<file path="src/rtl/uart_rx_data_sampler.sv">
// UART RX oversampling front end: counts edges per bit, majority-votes 3 samples at mid-bit.
// Latency: strobe one cycle after edge_cnt==P/2; optional 2-flop RX_IN sync under UART_RX_SYNC_EN.
// Backpressure: none, one strobe per bit period while dat_samp_en is high.
module uart_rx_data_sampler #(
    parameter int PRESCALE_W = 6,
    parameter int BIT_CNT_W  = 4
) (
    input  logic                  CLK,
    input  logic                  Reset,
    input  logic                  RX_IN,
    input  logic [PRESCALE_W-1:0] Prescale,
    input  logic                  dat_samp_en,
    output logic                  sampled_data,
    output logic                  sampled,
    output logic [PRESCALE_W-1:0] edge_cnt,
    output logic [BIT_CNT_W-1:0]  bit_cnt
);

    localparam logic [PRESCALE_W-1:0] P_MIN = PRESCALE_W'(6);
    localparam logic [PRESCALE_W-1:0] ONE   = PRESCALE_W'(1);
    localparam logic [PRESCALE_W-1:0] TWO   = PRESCALE_W'(2);

    logic                  line;
    logic [PRESCALE_W-1:0] p_even;
    logic [PRESCALE_W-1:0] p_eff;
    logic [PRESCALE_W-1:0] half;
    logic                  at_wrap;
    logic                  at_cap0;
    logic                  at_cap1;
    logic                  at_mid;
    logic                  s0;
    logic                  s1;

`ifdef UART_RX_SYNC_EN
    logic [1:0] sync_q;

    always_ff @(posedge CLK or negedge Reset) begin
        if (!Reset) begin
            sync_q <= 2'b11;
        end else begin
            sync_q <= {sync_q[0], RX_IN};
        end
    end

    assign line = sync_q[1];
`else
    assign line = RX_IN;
`endif

    // Odd ratios round down to even, anything below 6 is forced to 6.
    always_comb begin
        p_even  = {Prescale[PRESCALE_W-1:1], 1'b0};
        p_eff   = (p_even < P_MIN) ? P_MIN : p_even;
        half    = {1'b0, p_eff[PRESCALE_W-1:1]};
        at_wrap = (edge_cnt == p_eff - ONE);
        at_cap0 = (edge_cnt == half - TWO);
        at_cap1 = (edge_cnt == half - ONE);
        at_mid  = (edge_cnt == half);
    end

    always_ff @(posedge CLK or negedge Reset) begin
        if (!Reset) begin
            edge_cnt     <= '0;
            bit_cnt      <= '0;
            s0           <= 1'b0;
            s1           <= 1'b0;
            sampled      <= 1'b0;
            sampled_data <= 1'b1;
        end else if (!dat_samp_en) begin
            // Disable wins over a coincident mid-bit edge; sampled_data keeps its value.
            edge_cnt <= '0;
            bit_cnt  <= '0;
            s0       <= 1'b0;
            s1       <= 1'b0;
            sampled  <= 1'b0;
        end else begin
            edge_cnt <= at_wrap ? '0 : edge_cnt + ONE;
            if (at_wrap && (bit_cnt != '1)) begin
                bit_cnt <= bit_cnt + BIT_CNT_W'(1);
            end
            if (at_cap0) begin
                s0 <= line;
            end
            if (at_cap1) begin
                s1 <= line;
            end
            sampled <= at_mid;
            if (at_mid) begin
                sampled_data <= (s0 & s1) | (s0 & line) | (s1 & line);
            end
        end
    end

endmodule

</file>
<file path="config.mk">
export PLATFORM = sky130hd
export DESIGN_NAME = uart_rx_data_sampler
export DESIGN_NICKNAME = d
export VERILOG_FILES = /design/src/rtl/uart_rx_data_sampler.sv
export SDC_FILE = /design/constraint.sdc
export NUM_CORES = 1
export LEC_CHECK = 0
export ABC_AREA = 1
export BUFFER_PORTS_ARGS = -buffer_cell sky130_fd_sc_hd__buf_2
export CORE_ASPECT_RATIO = 1.2
export CORE_MARGIN = 1.5
export CORE_UTILIZATION = 45
export CTS_CLUSTER_SIZE = 25
export DETAILED_ROUTE_END_ITERATION = 12
export PLACE_DENSITY = 0.65
export SLEW_MARGIN = 20
export SYNTH_ARGS = -nofsm -noshare
export SYNTH_HDL_FRONTEND = slang
export SYNTH_SLANG_ARGS = --single-unit
</file>
<file path="constraint.sdc">
create_clock -name CLK -period 1.86 [get_ports CLK]
set_clock_uncertainty 0.2 [all_clocks]
set_input_delay 0.372 -clock CLK [delete_from_list [all_inputs] [get_ports CLK]]
set_output_delay 0.372 -clock CLK [all_outputs]
set_load 0.05 [all_outputs]
</file>
==> flow_summary.ini <==
[run_status]
status = finished, final reports clean

[global_route]
grt_pass1_wl_mm = 4.95
antenna_found_initial = 0
grt_max_degree = 15
grt_overflow = 0
grt_pass1_vias = 1207
grt_use_total_pct = 21.9

[synthesis]
synth_area_per_cell_sq_um = 6.72
yosys.area.top_type = dfrtp_1
synth.area.top_cells = dfrtp_1 (27%), nand2_1 (15%), nand3_1 (10%)
yosysMostFrequentCell = nand2_1
synth_seq_cells = 14
synth_top_area_share_pct = 27.2
yosys.cell_types.count = 26
yosys-top-cells-count = nand2_1 (47), nand3_1 (25), inv_1 (24)
synth_cells = 178
ys_warn_count = 0
synthArstFlopShare_pct = 100
synth_edf_count = 0
netlist_area_sq_um = 1200
ys_seq_area_share_pct = 29.4
ys.flop_type = dfrtp_1
synth.net_count = 193

[place]
place_congestion = 0.888
port_buffers = 20
placed_cell_area_sq_um = 1450
dp_hpwl_mm = 2.23

[critical_path]
r2r_start = edge_cnt[4]
endpoint = bit_cnt[0]
cp_max_fo = 4
slowest_stage = ha_4
startpoint = Prescale[5]
crit_family = simple AND/OR/NAND/NOR gates
required_ps = 1840
r2r_slack_ps = 190
cpPeakStageDelay_ps = 230
critPathBufInv = 3
worstSetupStartpointType = input pin
cp_num_cells = 16
r2r_end = bit_cnt[0]
ff2ff_path_depth = 8
cpMostUsedCell = nand2_1
critPathCaptureType = flip-flop
crit_arrival_ps = 1800
worstPathCellList = buf_6 > nor2_4 > nand2_4 > inv_2 > nor2_4 > ha_4 > nand2_1 > nand2_1 > nor2_2 > nand3_2 > inv_1 > nand2_1 > nor2_2 > nand3_2 > nand3_1 > nand2_1
critical_path_class = in2reg

[detailed_routing]
vias = 1272
first_iter_violations = 37
viasPerCell = 5.05
detail_route.wl_per_cell_um = 12.0
routed_wl_mm = 3.02
drc = 0
ant_nets = 0
drtPass1Iterations = 4

[floorplan]
die_area_sq_um = 2980
io_pins = 22
die_h_um = 59.5
rows = 20
start_util_pct = 47.3
fp.dieW_um = 50.1
core_area_sq_um = 2530

[hold_path]
holdCritStartpoint = RX_IN
hold_class = in2reg

[clock_tree]
cts_tree = built
insertion_delay_ps = 290
path_clk_slew_ps = 70
cts_inserted_buffers = 3
cts-root-buf = clkbuf_4
clock-sinks = 14
clockBufferDepth = 2
h-tree-depth = 1

[sta]
max_slew.worst_pin.slew_ps = 320
finalSetupTns_ps = 0
max_freq_ghz = 0.547
rsz0062_at_grt = true
layout_min_cycle_time_ps = 1830
relSlewSlack_pct = 78.6
finalHoldWorstSlack_ps = 220
setup_viol = 0
final_max_slew_viol_count = 0
fin_crit_sh_pct = 98.3
finalHoldViolCount = 0

[final_layout]
regArea_sq_um = 352
postLayoutCellArea_sq_um = 1620
area.growth.synth_to_final_pct = 35.7
drive_gt1_share_pct = 36.5
diodes = 0
nFillCells = 228
multi_input_area_sq_um = 822
final_nets = 235

[flow_run]
cap_violations = 0

[power]
vdd_drop_max_mv = 0.333
p_leak_uw = 0.000897
power_density_nw_per_um2 = 492
## repair_timing
| item | in CTS | in global routing |
|---|---|---|
| hold buffers | 1 | 0 |
| resized for setup | 5 | 24 |
| setup buffers | 2 | 3 |
| cloned | 0 | 0 |
| pin swaps | 10 | 16 |
| endpoints found under the hold margin | 13 | 0 |
| setup endpoints to repair | 9 | 12 |
## registers in the layout, indices dropped and copies added, names as in the netlist
register,cells
sampled,1
sampled_data,1
bit_cnt,4
s0,1
edge_cnt,6
s1,1
## through the flow
stage / power, uW / setup WS, ps / utilization (%) / instances
2_1_floorplan: 496 / -269 / - / 178
3_3_place_gp: 573 / -338 / 57.3 / 242
5_1_grt: 854 / -63.8 / 64.2 / 252
3_5_place_dp: 578 / -395 / 57.3 / 242
6_report: 799 / 31.7 / 64.2 / 252
4_1_cts: 776 / 4.10 / 60.2 / 249
## cells by family after synthesis
| family | share of synthesized area, % |
|---|---|
| AO/OA/AOI/OAI | 3.03 |
| XOR/XNOR | 8.79 |
| adder cells (fa/ha/maj) | 5.23 |
| buffers and inverters | 10.0 |
| flip-flops | 29.4 |
| AND/OR/NAND/NOR | 43.5 |
## worst min-delay path: stages
cell and delay, ps:
buf_2 100, a21oi_1 70, o21ai_1 120
## metal layers
layer | track usage, % | share of wire, %
met5 | 0 | 0
met2 | 40.2 | 54
met4 | 7.54 | 1.6
met1 | 24.1 | 41
met3 | 5.81 | 3.7
## cell type report
class	count	area share, %
Multi-Input combinational cell	133	50.7
Sequential cell	14	21.7
Timing Repair Buffer	42	17.5
Inverter	26	6.01
Tap cell	33	2.54
Clock buffer	4	1.62
## power by group
group          internal [uW]  switching (uW)  total [uW]
clock network           83.4             100         184
registers                315            11.4         326
logic                    116             172         289
## worst min path at each step
stage / end / cells past startpoint
6_report: sampled_data / 3
5_1_grt: sampled_data / 3
4_1_cts: sampled_data / 3
3_5_place_dp: s1 / 1
3_3_place_gp: s0 / 1
2_1_floorplan: bit_cnt[0] / 0
## layout by cell type (no fill, tap or decap)
cell type,n
nor2_4,3
dfstp_2,1
nand4_1,7
nand2_1,38
ha_4,2
ha_1,3
nor2_2,6
and2_1,1
nor3_1,1
clkbuf_4,3
buf_4,20
xor2_1,9
nand3b_1,2
nor2_1,12
nand3_1,22
dlygate4sd3_1,1
o21ai_1,1
nand2_4,3
clkbuf_1,1
inv_1,21
dfrtp_1,13
a21oi_1,2
nand3_2,4
buf_6,3
o21a_1,1
inv_2,5
o21ai_0,1
buf_2,18
o21ai_4,1
nor3_2,1
xnor2_1,3
nand2_2,10
(Power assumes the default switching activity.)
